### src/rtl/config_pkg.sv
// Elaborated core configuration, trimmed to the fields the configuration reader publishes.
package config_pkg;

    typedef struct packed {
        int unsigned XLEN;
        int unsigned VLEN;
        int unsigned PLEN;
        int unsigned NrRgprPorts;
        int unsigned NrWbPorts;
        int unsigned NrIssuePorts;
        int unsigned NrCommitPorts;
        bit          RVA;
        bit          RVB;
        bit          RVC;
        bit          RVD;
        bit          RVF;
        bit          RVH;
        bit          RVS;
        bit          RVU;
        bit          RVV;
        bit          RVZCB;
        bit          RVZCMP;
        bit          RVZCMT;
        bit          RVZiCond;
        bit          RVZicntr;
        bit          RVZihpm;
        bit          ZKN;
        bit          XF16;
        bit          XF16ALT;
        bit          XF8;
        bit          XFVec;
        bit          CvxifEn;
        bit          DebugEn;
        bit          MmuPresent;
        bit          SuperscalarEn;
        int unsigned ICACHE_LINE_WIDTH;
        int unsigned ICACHE_INDEX_WIDTH;
        int unsigned ICACHE_SET_ASSOC;
        int unsigned DCACHE_LINE_WIDTH;
        int unsigned DCACHE_INDEX_WIDTH;
        int unsigned DCACHE_SET_ASSOC;
        int unsigned DataTlbEntries;
        int unsigned InstrTlbEntries;
        int unsigned BHTEntries;
        int unsigned BTBEntries;
        int unsigned NrPMPEntries;
        int unsigned RASDepth;
        logic [63:0] HaltAddress;
        logic [63:0] ExceptionAddress;
        logic [63:0] DmBaseAddress;
    } cva6_cfg_t;

    localparam cva6_cfg_t cva6_cfg_empty = '0;

endpackage

### src/rtl/cva6_cfg_reader_pkg.sv
// Word map layout of the published core configuration and the elaboration-time packer.
package cva6_cfg_reader_pkg;

    import config_pkg::*;

    localparam int unsigned NumWords = 15;
    localparam logic [31:0] CfgMagic = 32'h43564136;
    localparam logic [3:0]  LastWordIdx = 4'(NumWords - 1);

    localparam int unsigned WordMagic    = 0;
    localparam int unsigned WordXlen     = 1;
    localparam int unsigned WordVlen     = 2;
    localparam int unsigned WordPlen     = 3;
    localparam int unsigned WordPorts    = 4;
    localparam int unsigned WordExt      = 5;
    localparam int unsigned WordIcache   = 6;
    localparam int unsigned WordDcache   = 7;
    localparam int unsigned WordTlb      = 8;
    localparam int unsigned WordBp       = 9;
    localparam int unsigned WordPmpRas   = 10;
    localparam int unsigned WordHalt     = 11;
    localparam int unsigned WordExc      = 12;
    localparam int unsigned WordDmBase   = 13;
    localparam int unsigned WordChecksum = 14;

    typedef logic [31:0] cfg_word_t;
    typedef cfg_word_t [NumWords-1:0] cfg_words_t;

    typedef enum logic {
        IDLE   = 1'b0,
        STREAM = 1'b1
    } state_e;

    // Oversized fields are truncated to their slot; the last word is the XOR of all others.
    function automatic cfg_words_t pack_cfg_words(cva6_cfg_t cfg);
        cfg_words_t w;
        w = '0;
        w[WordMagic]  = CfgMagic;
        w[WordXlen]   = cfg.XLEN;
        w[WordVlen]   = cfg.VLEN;
        w[WordPlen]   = cfg.PLEN;
        w[WordPorts]  = {8'(cfg.NrRgprPorts), 8'(cfg.NrWbPorts),
                         8'(cfg.NrIssuePorts), 8'(cfg.NrCommitPorts)};
        w[WordExt]    = {8'b0,
                         cfg.SuperscalarEn, cfg.MmuPresent, cfg.DebugEn, cfg.CvxifEn,
                         cfg.XFVec, cfg.XF8, cfg.XF16ALT, cfg.XF16,
                         cfg.ZKN, cfg.RVZihpm, cfg.RVZicntr, cfg.RVZiCond,
                         cfg.RVZCMT, cfg.RVZCMP, cfg.RVZCB, cfg.RVV,
                         cfg.RVU, cfg.RVS, cfg.RVH, cfg.RVF,
                         cfg.RVD, cfg.RVC, cfg.RVB, cfg.RVA};
        w[WordIcache] = {16'(cfg.ICACHE_LINE_WIDTH), 8'(cfg.ICACHE_INDEX_WIDTH),
                         8'(cfg.ICACHE_SET_ASSOC)};
        w[WordDcache] = {16'(cfg.DCACHE_LINE_WIDTH), 8'(cfg.DCACHE_INDEX_WIDTH),
                         8'(cfg.DCACHE_SET_ASSOC)};
        w[WordTlb]    = {16'(cfg.DataTlbEntries), 16'(cfg.InstrTlbEntries)};
        w[WordBp]     = {16'(cfg.BHTEntries), 16'(cfg.BTBEntries)};
        w[WordPmpRas] = {8'b0, 8'(cfg.NrPMPEntries), 16'(cfg.RASDepth)};
        w[WordHalt]   = cfg.HaltAddress[31:0];
        w[WordExc]    = cfg.ExceptionAddress[31:0];
        w[WordDmBase] = cfg.DmBaseAddress[31:0];
        for (int unsigned i = 0; i < WordChecksum; i++) begin
            w[WordChecksum] = w[WordChecksum] ^ w[i];
        end
        return w;
    endfunction

endpackage

### src/rtl/cva6_cfg_reader.sv
// Serves the packed configuration map via a random-access read port and a burst stream.
module cva6_cfg_reader
    import cva6_cfg_reader_pkg::*;
#(
    parameter config_pkg::cva6_cfg_t CVA6Cfg = config_pkg::cva6_cfg_empty
) (
    input  logic        clk_i,
    input  logic        rst_ni,
    input  logic        req_i,
    input  logic [3:0]  addr_i,
    output logic        gnt_o,
    output logic        rvalid_o,
    output logic [31:0] rdata_o,
    output logic        err_o,
    input  logic        dump_i,
    input  logic        flush_i,
    output logic        s_valid_o,
    input  logic        s_ready_i,
    output logic [31:0] s_data_o,
    output logic        s_last_o,
    output logic        busy_o
);

    localparam cfg_words_t CfgRom = pack_cfg_words(CVA6Cfg);

    state_e     state_q, state_d;
    logic [3:0] idx_q, idx_d;
    logic       handshake;
    logic       rd_accept;
    logic       addr_bad;

    assign handshake = s_valid_o & s_ready_i;
    assign rd_accept = req_i & gnt_o;
    assign addr_bad  = addr_i > LastWordIdx;

    always_ff @(posedge clk_i or negedge rst_ni) begin
        if (!rst_ni) begin
            state_q <= IDLE;
            idx_q   <= 4'd0;
        end else begin
            state_q <= state_d;
            idx_q   <= idx_d;
        end
    end

    always_comb begin
        state_d = state_q;
        idx_d   = idx_q;
        case (state_q)
            IDLE: begin
                if (dump_i) begin
                    state_d = STREAM;
                    idx_d   = 4'd0;
                end
            end
            STREAM: begin
                if ((handshake && idx_q == LastWordIdx) || flush_i) begin
                    state_d = IDLE;
                end else if (handshake) begin
                    idx_d = idx_q + 4'd1;
                end
            end
            default: state_d = IDLE;
        endcase
    end

    // Idle drives zero on the stream data so a parked sink never sees stale map words.
    always_comb begin
        gnt_o     = 1'b0;
        s_valid_o = 1'b0;
        busy_o    = 1'b0;
        s_last_o  = 1'b0;
        s_data_o  = '0;
        if (state_q == STREAM) begin
            s_valid_o = 1'b1;
            busy_o    = 1'b1;
            s_last_o  = (idx_q == LastWordIdx);
            s_data_o  = CfgRom[idx_q];
        end else begin
            gnt_o = 1'b1;
        end
    end

    always_ff @(posedge clk_i or negedge rst_ni) begin
        if (!rst_ni) begin
            rvalid_o <= 1'b0;
            rdata_o  <= '0;
            err_o    <= 1'b0;
        end else begin
            rvalid_o <= rd_accept;
            if (rd_accept) begin
                err_o   <= addr_bad;
                rdata_o <= addr_bad ? '0 : CfgRom[addr_i];
            end
        end
    end

endmodule

### config.mk
export PLATFORM = sky130hd
export DESIGN_NAME = cva6_cfg_reader
export DESIGN_NICKNAME = d
export VERILOG_FILES = /design/src/rtl/config_pkg.sv /design/src/rtl/cva6_cfg_reader_pkg.sv /design/src/rtl/cva6_cfg_reader.sv
export SDC_FILE = /design/constraint.sdc
export NUM_CORES = 1
export LEC_CHECK = 0
export BUFFER_PORTS_ARGS = -buffer_cell sky130_fd_sc_hd__clkbuf_2
export CORE_UTILIZATION = 43
export CTS_BUF_LIST = sky130_fd_sc_hd__clkbuf_8
export CTS_CLUSTER_DIAMETER = 100
export DETAILED_ROUTE_END_ITERATION = 10
export PLACE_DENSITY = 0.9
export SLEW_MARGIN = 0
export SYNTH_ARGS = -nofsm -noshare
export SYNTH_HDL_FRONTEND = slang
export SYNTH_SLANG_ARGS = --single-unit
### constraint.sdc
create_clock -name clk_i -period 4.1 [get_ports clk_i]
set_clock_uncertainty 0.2 [all_clocks]
set_input_delay 0.82 -clock clk_i [delete_from_list [all_inputs] [get_ports clk_i]]
set_output_delay 0.82 -clock clk_i [all_outputs]
set_load 0.02 [all_outputs]
==> flow_summary.ini <==
[routing]
drt-wirelength-per-cell_um = 8.006
vias = 695
antenna_left = 0
drt_first_pass_iters = 4
wirelength_um = 1321
drt_iter0_drc = 3
remaining_drc_errors = 0
avgViaCountPerCell = 4.212

[clock_network]
clk_latency_ns = 0.22
cts_buffers = 3
cts-root-buf = clkbuf_8
cts_resized = 0
post-cts-setup-buffer-count = 0
clock_sinks = 8
cts-htree-levels = 1
tritoncts = done
postCtsHoldBufs = 0
clk_pin_slew_ns = 0.04
clock_path_buffers = 2

[sta]
fmax_ghz = 0.3450
worst_pin_slew_ns = 0.6990
max-slew-margin-rel_pct = 53.40
setup_tns_ns = 0
hold_viol_final = 0
slew_violations = 0
finalSetupViolCount = 0
fin_crit_ns = 2.899
period_share_pct = 70.70
timing.final.ws_setup_ns = 1.201
rsz0062_at_grt = no

[yosys]
syn_inst = 122
ys_types = 26
ys_seq_area_share_pct = 20.30
synth.most_common_cell = buf_4
synth_area_leaders = buf_4 (48%), dfrtp_1 (20%), ha_1 (3.8%)
ys_async_sr_fraction_pct = 100.0
synth_top_area_cell = buf_4
ys_warn_count = 0
synth_ff_type = dfrtp_1
ys_ff_latch = 8
synth-edff-count = 0
synth_common_cells = buf_4 (63), dfrtp_1 (8), nand2_1 (7)
synth_area_um2 = 985.9
avgSynthCellArea_um2 = 8.082
yosysTopAreaCellShare_pct = 47.97

[worst_setup_path]
required_ns = 3.08
cp-startpoint = idx_q[0]
reg2regPathDepth = 5
endpoint = s_data_o[2]
reg2reg_from = idx_q[0]
path_class = flip-flop to primary output
r2r_end = idx_q[1]
reg2reg_slack_ns = 2.53
worstSetupEndpointType = primary output
critPathArrivalTime_ns = 1.88
start_kind = flip-flop
cp_max_fo = 13

[worst_hold_path]
worstHoldPathType = input pin to async pin

[power_and_ir_drop]
irDropWorstVdd_uv = 194.3
power_density_nw_per_um2 = 421.2
leakage_nw = 0.5411

[die]
fp.dieH_um = 49.89
initial_utilization_pct = 47.82
die_area_um2 = 2489
rows = 16
ioPinCount = 80
core_um2 = 2062
die_w_um = 49.89

[finish]
area_growth_syn_to_layout_pct = -6.472
layout-drive-gt1-share_pct = 34.06
nNetsFinal = 153
design_area_um2 = 922.1
diodes = 0

[placed_design]
dp_hpwl_um = 1098
postPlaceCellArea_um2 = 880.8
place_ws_ns = 1.430
port_buffers = 41
gp_congestion = 0.8146

[global_routing]
grt_usage_pct = 10.69
grt_max_degree = 16
grt_pass1_vias = 440
antenna_found_initial = 0
grt_pass1_wl_um = 1904
grt_overflow = 0

[flow_run]
maxCapViolations = 0

[status]
run_status = complete, no violations
## cell type report
class	count	area [um^2]
inverter	5	18.77
fill	193	1140
timing repair buffer	41	205.2
tap	27	33.78
clock buffer	3	41.29
sequential	8	200.2
multi-input combinational	81	422.9
## worst min-delay path by stage
stage	startpoint	end	slack, ns	depth (start not counted)
global placement	err_o	err_o	0.27	2
global route	rst_ni	rdata_o[25]	0.23	1
detailed placement	err_o	err_o	0.29	2
CTS	rst_ni	idx_q[1]	0.23	1
floorplan	rst_ni	err_o	0.32	0
finish	rst_ni	rdata_o[25]	0.23	1
## registers in the layout, indices dropped and copies added, names as in the netlist
name and count:
err_o 1, state_q 1, idx_q 4, rvalid_o 1, rdata_o 1
## through the flow
stage	power, mW	hold WS [ns]	cells	utilization (%)
2_1_floorplan	0.3280	0.3244	159	-
3_3_place_gp	0.2969	0.2741	162	42.72
3_5_place_dp	0.2995	0.2878	162	42.72
4_1_cts	0.3916	0.2294	165	44.72
5_1_grt	0.4137	0.2334	165	44.72
6_report	0.3884	0.2304	165	44.72
## cells by family after synthesis
logic type	after synthesis	synth area share, %
adder cells (fa/ha/maj)	3	3.808
flip-flops	8	20.30
buffers and inverters	70	50.89
AND/OR/NAND/NOR	26	15.48
AO/OA/AOI/OAI	14	9.138
other	1	0.3803
## critical path: stages (launching register included)
cell	delay, ns
dfrtp_1	0.44
inv_1	0.15
ha_1	0.16
nand2_1	0.05
a21oi_1	0.57
clkbuf_2	0.29
## routing by layer
layer	track usage, %	share of wire, %
met3	4.630	13
met4	5.714	0.98
met1	11.44	38
met2	17.57	48
met5	0	0
## power by group
part / switching, mW / internal (mW) / leakage (nW)
combinational: 0.144 / 0.0514 / 0.413
clock: 0.0265 / 0.0632 / 0.0216
sequential: 0.0160 / 0.0872 / 0.107
## cells in the final DEF (no fill, tap or decap)
cell and n:
o21ai_2 1, ha_1 3, nor2_1 3, o21ai_0 2, o211ai_1 1, clkbuf_2 41, nor2b_4 1, nand2b_1 3
nand2_1 7, dfrtp_1 8, a31oi_1 1, nor3_1 2, nand3_4 1, o31ai_1 1, a311oi_1 1, conb_1 38
inv_1 5, nand3_1 2, and3_1 2, nand4_1 3, nor3b_1 1, a41oi_1 1, nor4_1 1, a21oi_1 5
clkbuf_8 3, a21boi_0 1
(Power assumes the default switching activity.)
